File: src/rtl/otter_mux_pkg.sv
`default_nettype none
// ============================================================================
//  Module   : otter_mux_pkg
//  Purpose  : Shared constants and helpers for the arbitrated output mux.
//             ARB_FIXED / ARB_RR select the arbitration mode, and
//             clog2_min1() gives a channel index width that is at least 1 bit.
//  Ports    : none (package)
//  Revision : 1.0 - initial release
// ============================================================================
package otter_mux_pkg;

  localparam int ARB_FIXED = 0;
  localparam int ARB_RR    = 1;

  // A single channel still needs a 1-bit index so every port keeps a legal width.
  function automatic int clog2_min1(input int n);
    return (n > 1) ? $clog2(n) : 1;
  endfunction

endpackage
`default_nettype wire

File: src/rtl/arb_mux_reg_rr_arbiter.sv
`default_nettype none
// ============================================================================
//  Module   : rr_arbiter
//  Purpose  : Purely combinational N-way arbiter. It picks one requester by
//             fixed priority, by round-robin from a start pointer, or by a
//             forced select.
//  Ports    : req       - per-channel request
//             ptr       - round-robin start index (ignored in fixed mode)
//             force_en  - bypass arbitration and use force_sel
//             force_sel - forced channel index
//             gnt_valid - a channel is granted
//             gnt_idx   - granted channel index
//  Revision : 1.0 - initial release
// ============================================================================
module rr_arbiter
  import otter_mux_pkg::*;
#(
  parameter int N   = 4,
  parameter int RR  = ARB_RR,
  parameter int CHW = clog2_min1(N)
) (
  input  logic [N-1:0]   req,
  input  logic [CHW-1:0] ptr,
  input  logic           force_en,
  input  logic [CHW-1:0] force_sel,
  output logic           gnt_valid,
  output logic [CHW-1:0] gnt_idx
);

  logic [CHW-1:0] start_ptr;
  logic [N-1:0]   hi_mask;
  logic [N-1:0]   masked_req;

  // Fixed priority is a round-robin search that always starts at channel 0.
  assign start_ptr = (RR == ARB_FIXED) ? '0 : ptr;

  // Requests at or above the start pointer are tried first. If none of them
  // is active, the lowest active request wraps the search round to index 0.
  always_comb begin
    hi_mask = '0;
    for (int i = 0; i < N; i++) begin
      hi_mask[i] = (CHW'(i) >= start_ptr);
    end
  end

  assign masked_req = req & hi_mask;

  always_comb begin
    gnt_valid = 1'b0;
    gnt_idx   = '0;
    if (force_en) begin
      // An out-of-range force_sel matches no channel, so it gives no grant.
      for (int i = 0; i < N; i++) begin
        if (force_sel == CHW'(i) && req[i]) begin
          gnt_valid = 1'b1;
          gnt_idx   = CHW'(i);
        end
      end
    end else if (|masked_req) begin
      // Scan downwards so that the lowest set bit is the last one written.
      gnt_valid = 1'b1;
      for (int i = N - 1; i >= 0; i--) begin
        if (masked_req[i]) gnt_idx = CHW'(i);
      end
    end else if (|req) begin
      gnt_valid = 1'b1;
      for (int i = N - 1; i >= 0; i--) begin
        if (req[i]) gnt_idx = CHW'(i);
      end
    end
  end

endmodule
`default_nettype wire

File: src/rtl/arb_mux_reg.sv
`default_nettype none
// ============================================================================
//  Module   : arb_mux_reg
//  Purpose  : N-to-1 arbitrated data selector with valid/ready handshakes on
//             every input and a registered output stage.
//  Ports    : CLK       - clock, rising edge
//             RST_N     - asynchronous active-low reset
//             in_data   - packed channel data, channel i at [i*WIDTH +: WIDTH]
//             in_valid  - per-channel valid
//             in_ready  - per-channel ready (combinational, at most one set)
//             force_en  - bypass arbitration and use force_sel
//             force_sel - forced channel index
//             out_data  - registered selected data
//             out_chan  - registered source channel of out_data
//             out_valid - registered output valid
//             out_ready - sink ready
//  Revision : 1.0 - initial release
// ============================================================================
module arb_mux_reg
  import otter_mux_pkg::*;
#(
  parameter int N     = 4,
  parameter int WIDTH = 32,
  parameter int RR    = ARB_RR
) (
  input  logic                        CLK,
  input  logic                        RST_N,
  input  logic [N*WIDTH-1:0]          in_data,
  input  logic [N-1:0]                in_valid,
  output logic [N-1:0]                in_ready,
  input  logic                        force_en,
  input  logic [clog2_min1(N)-1:0]    force_sel,
  output logic [WIDTH-1:0]            out_data,
  output logic [clog2_min1(N)-1:0]    out_chan,
  output logic                        out_valid,
  input  logic                        out_ready
);

  localparam int CHW = clog2_min1(N);

  logic [CHW-1:0]   rr_ptr;
  logic             load;
  logic             gnt_valid;
  logic [CHW-1:0]   gnt_idx;
  logic [WIDTH-1:0] sel_data;

  // The output register takes a word when it is empty or is being drained
  // in this cycle. This gives full throughput while out_ready stays high.
  assign load = !out_valid || out_ready;

  rr_arbiter #(
    .N   (N),
    .RR  (RR),
    .CHW (CHW)
  ) u_arb (
    .req       (in_valid),
    .ptr       (rr_ptr),
    .force_en  (force_en),
    .force_sel (force_sel),
    .gnt_valid (gnt_valid),
    .gnt_idx   (gnt_idx)
  );

  generate
    for (genvar g = 0; g < N; g++) begin : g_ready
      assign in_ready[g] = load && gnt_valid && (gnt_idx == CHW'(g));
    end
  endgenerate

  always_comb begin
    sel_data = '0;
    for (int i = 0; i < N; i++) begin
      if (gnt_idx == CHW'(i)) sel_data = in_data[i*WIDTH +: WIDTH];
    end
  end

  always_ff @(posedge CLK or negedge RST_N) begin
    if (!RST_N) begin
      out_valid <= 1'b0;
      out_data  <= '0;
      out_chan  <= '0;
      rr_ptr    <= '0;
    end else if (load) begin
      if (gnt_valid) begin
        out_data  <= sel_data;
        out_chan  <= gnt_idx;
        out_valid <= 1'b1;
        // A forced transfer does not advance the pointer. This keeps the
        // round-robin order fair after the force is released.
        if (RR == ARB_RR && !force_en) begin
          rr_ptr <= (gnt_idx == CHW'(N - 1)) ? '0 : gnt_idx + CHW'(1);
        end
      end else begin
        out_valid <= 1'b0;
      end
    end
  end

endmodule
`default_nettype wire
File: config.mk
export PLATFORM = sky130hd
export DESIGN_NAME = arb_mux_reg
export DESIGN_NICKNAME = d
export VERILOG_FILES = /design/src/rtl/otter_mux_pkg.sv /design/src/rtl/arb_mux_reg_rr_arbiter.sv /design/src/rtl/arb_mux_reg.sv
export SDC_FILE = /design/constraint.sdc
export NUM_CORES = 1
export LEC_CHECK = 0
export ABC_CLOCK_PERIOD_IN_PS = 3800
export CAP_MARGIN = 20
export CELL_PAD_IN_SITES_DETAIL_PLACEMENT = 1
export CELL_PAD_IN_SITES_GLOBAL_PLACEMENT = 2
export CORE_MARGIN = 1.5
export CORE_UTILIZATION = 20
export CTS_CLUSTER_SIZE = 12
export DETAILED_ROUTE_END_ITERATION = 8
export PLACE_DENSITY_LB_ADDON = 0.05
export SETUP_SLACK_MARGIN = 0.1
export SLEW_MARGIN = 30
export SYNTH_ARGS = -nofsm -noshare
export SYNTH_HDL_FRONTEND = slang
export SYNTH_SLANG_ARGS = --single-unit
File: constraint.sdc
create_clock -name CLK -period 3.8 [get_ports CLK]
set_input_delay 0.76 -clock CLK [delete_from_list [all_inputs] [get_ports CLK]]
set_output_delay 0.76 -clock CLK [all_outputs]
set_load 0.005 [all_outputs]
==> reports/metrics.csv <==
metric;value;unit
antenna_cells_inserted;0;
mappedNetlistArea;0.00267;mm²
cts_tree;yes;
pin_count_of_the_biggest_net_entering_global_routing;65;
r2r.worst_path.cells;9;
static-leakage-power;1.91;nW
timing.rr.end;out_data[29];
synth.mux.area_fraction;20.0;%
synth_top_family_by_area;compound AO/OA/AOI/OAI gates;
port_buffer_count;176;
clock_path_buffers;2;
setup_crit_end_kind;output port;
path_buf_inv;4;
first_pass_iters;4;
area_delta_synth_final;80.8;%
globalplace.congestion;0.707;
maxCapViolations;0;
worst-endpoint-arrival;2.75;ns
finClkSkew;0.00530;ns
yosys_warnings;0;
fin_crit_sh;92.5;%
die-area;0.0141;mm²
synthAdderAreaFrac;1.87;%
yosys_register_bits;37;
hold_crit_path_type;input pin to async pin;
worst_tran_pin_value;0.673;ns
fp-row-count;42;
grt_antenna_before_repair;0;
post_drt_wl_per_cell;16.8;µm
clock_sinks;37;
critical_path.slowest_cell;sky130_fd_sc_hd__clkdlybuf4s50_1;
vias_after_detailed_routing;2756;
fmaxAchievable;285;MHz
design.portCount;177;
starting_density_of_the_core;20.3;%
fin_tns_setup;0;ns
worst_skew_pair.late_latency;0.29;ns
power.density;507;mW/mm²
synth-compound-area-share;22.8;%
drc;0;
cp.required;3.04;ns
setup_viol;0;
synth_top_area_cell;sky130_fd_sc_hd__dfrtp_1;
grt_setup_unrepaired;false;
first_global_vias;2972;
cts_buffers;5;
slew_headroom;55.1;%
mappedNetlistNets;406;
crit-reg2reg-launch;rr_ptr[1];
report.final.slew_viol_count;0;
fillers;1490;
htree_num_levels;2;
mostFrequentLayoutCell;sky130_fd_sc_hd__clkdlybuf4s50_1;
dieHeight;119;µm
cts.clk_slew.worst_paths;0.05;ns
status;finished, final reports clean;
die_w;119;µm
cts.repair_timing.setup_buffer_count;0;
global_route.usage.total;15.2;%
vdd_ir_drop_max;0.162;mV
grt_first_pass_wirelength;16700;µm
grt_remaining_overflow;0;
final_nets;579;
yosys_cell_types;29;
netlist_instances;264;
final_wirelength;10300;µm
cp-start-kind;input pin;
clock-root-buffer;sky130_fd_sc_hd__clkbuf_16;
drtAntennaViolNets;0;
timing.reg2reg.setup_slack;0.97;ns
avgViaCountPerCell;4.49;
worst_setup_path_startpoint;in_valid[1];
worst_path_dominant_cell_family;buffers and inverters;
synth_xor_xnor_area_share;0;%
timing_worst_setup_path_type;input pin to output port;
synth_sequential_area_ratio;34.6;%
crit_path_cell_trace;clkdlybuf4s50_1 > inv_1 > o211a_1 > o41a_1 > buf_4 > ha_1 > and2_1 > dlygate4sd2_1;
synth_simple_gate_area_share;15.8;%
core-area;0.0131;mm²
final_layout_size_suffix_gt1_share;15.1;%
synthTopCellsByArea;sky130_fd_sc_hd__dfrtp_1 35%, sky130_fd_sc_hd__mux2_4 15%, sky130_fd_sc_hd__a221oi_1 10%;
hpwl;7510;µm
period_needed;3.51;ns
cp_max_fo;4;
cp_slowest_stage_delay;0.48;ns
commonest_cells_after_routing_fill_and_taps_aside;171 x sky130_fd_sc_hd__clkdlybuf4s50_1, 37 x sky130_fd_sc_hd__dfrtp_1, 35 x sky130_fd_sc_hd__nand2_1;
detailed_place.area;0.00466;mm²
report.final.hold_viol_count;0;
synthesis.area_per_instance;10.1;µm²
finish.instance_area;0.00483;mm²
drt_first_iter_violations;78;
yosys.area.top_type_share;34.6;%
## sequential cells by signal, summed over array words and instances, names as in the netlist
name	count
out_chan	2
rr_ptr	2
out_valid	1
out_data	32
## layout make-up
cell class	count	area [µm²]	share of cell area [%]
repair buffers	190	1880	38.8
multi-input cells	199	1640	33.9
flip-flops and latches	37	926	19.2
well taps	176	220	4.56
clock buffers	7	153	3.16
inverters	4	15.0	0.311
clock inverters	1	5.00	0.104
## power by group
group / internal, mW / total, mW / leakage, nW / switching (mW)
registers: 0.574 / 0.679 / 0.451 / 0.106
logic: 0.839 / 1.32 / 1.38 / 0.478
clock network: 0.278 / 0.451 / 0.0799 / 0.173
## through the flow
stage	utilization [%]	instances	power (mW)	hold slack (ns)	worst slack, ns
4_1_cts	36.7	614	2.51	0.495	0.0985
5_1_grt	36.8	614	2.63	0.486	0.167
3_3_place_gp	35.5	606	2.02	0.470	-0.0322
6_report	36.8	614	2.45	0.442	0.285
2_1_floorplan	-	264	1.31	0.464	0.639
3_5_place_dp	35.5	606	2.03	0.481	-0.0580
## Yosys cell counts
library cell / number
sky130_fd_sc_hd__nand2_1: 35
sky130_fd_sc_hd__nand3_1: 1
sky130_fd_sc_hd__inv_1: 4
sky130_fd_sc_hd__a221oi_1: 31
sky130_fd_sc_hd__dfrtp_1: 37
sky130_fd_sc_hd__nor2b_1: 33
sky130_fd_sc_hd__o31ai_1: 32
sky130_fd_sc_hd__and2_1: 4
sky130_fd_sc_hd__buf_6: 3
sky130_fd_sc_hd__nor2b_2: 1
sky130_fd_sc_hd__nor2_1: 3
sky130_fd_sc_hd__or4_4: 1
sky130_fd_sc_hd__ha_1: 4
sky130_fd_sc_hd__mux2i_1: 1
sky130_fd_sc_hd__mux2_2: 7
sky130_fd_sc_hd__a22o_1: 1
sky130_fd_sc_hd__clkbuf_1: 21
sky130_fd_sc_hd__mux2_1: 3
sky130_fd_sc_hd__nor2_4: 1
sky130_fd_sc_hd__o21ai_4: 1
sky130_fd_sc_hd__a311oi_1: 1
sky130_fd_sc_hd__mux4_2: 1
sky130_fd_sc_hd__o32ai_1: 1
sky130_fd_sc_hd__a21oi_1: 4
sky130_fd_sc_hd__o211a_1: 1
sky130_fd_sc_hd__o21ai_0: 3
sky130_fd_sc_hd__o41a_1: 1
sky130_fd_sc_hd__nand2b_1: 2
sky130_fd_sc_hd__mux2_4: 26
## cell families after synthesis
group / after synthesis
flops: 37
compound gates: 76
fa+ha+maj: 4
buf+inv: 28
mux: 38
simple gates: 81
## worst max-delay path by stage
stage	end	slack, ns	cells after the start
2_1_floorplan	in_ready[3]	0.64	8
3_3_place_gp	out_data[27]	-0.03	11
3_5_place_dp	out_data[27]	-0.06	11
4_1_cts	in_ready[3]	0.1	8
5_1_grt	in_ready[0]	0.17	8
6_report	in_ready[0]	0.29	8
## repair_timing
item                                    CTS  global route
cloned                                    0             0
hold buffers                              0             0
endpoints found under the setup margin    4             1
gates resized for setup                   5             1
## metal layers
metal | track usage, % | wire length, µm | share of wire, % | vias up
li1 | - | - | - | 1335
met1 | 19.2 | 4560 | 44 | 1318
met2 | 25.1 | 4910 | 48 | 94
met3 | 4.49 | 712 | 6.9 | 9
met4 | 3.99 | 144 | 1.4 | 0
met5 | 0 | 0 | 0 | -
(Power assumes the default switching activity.)
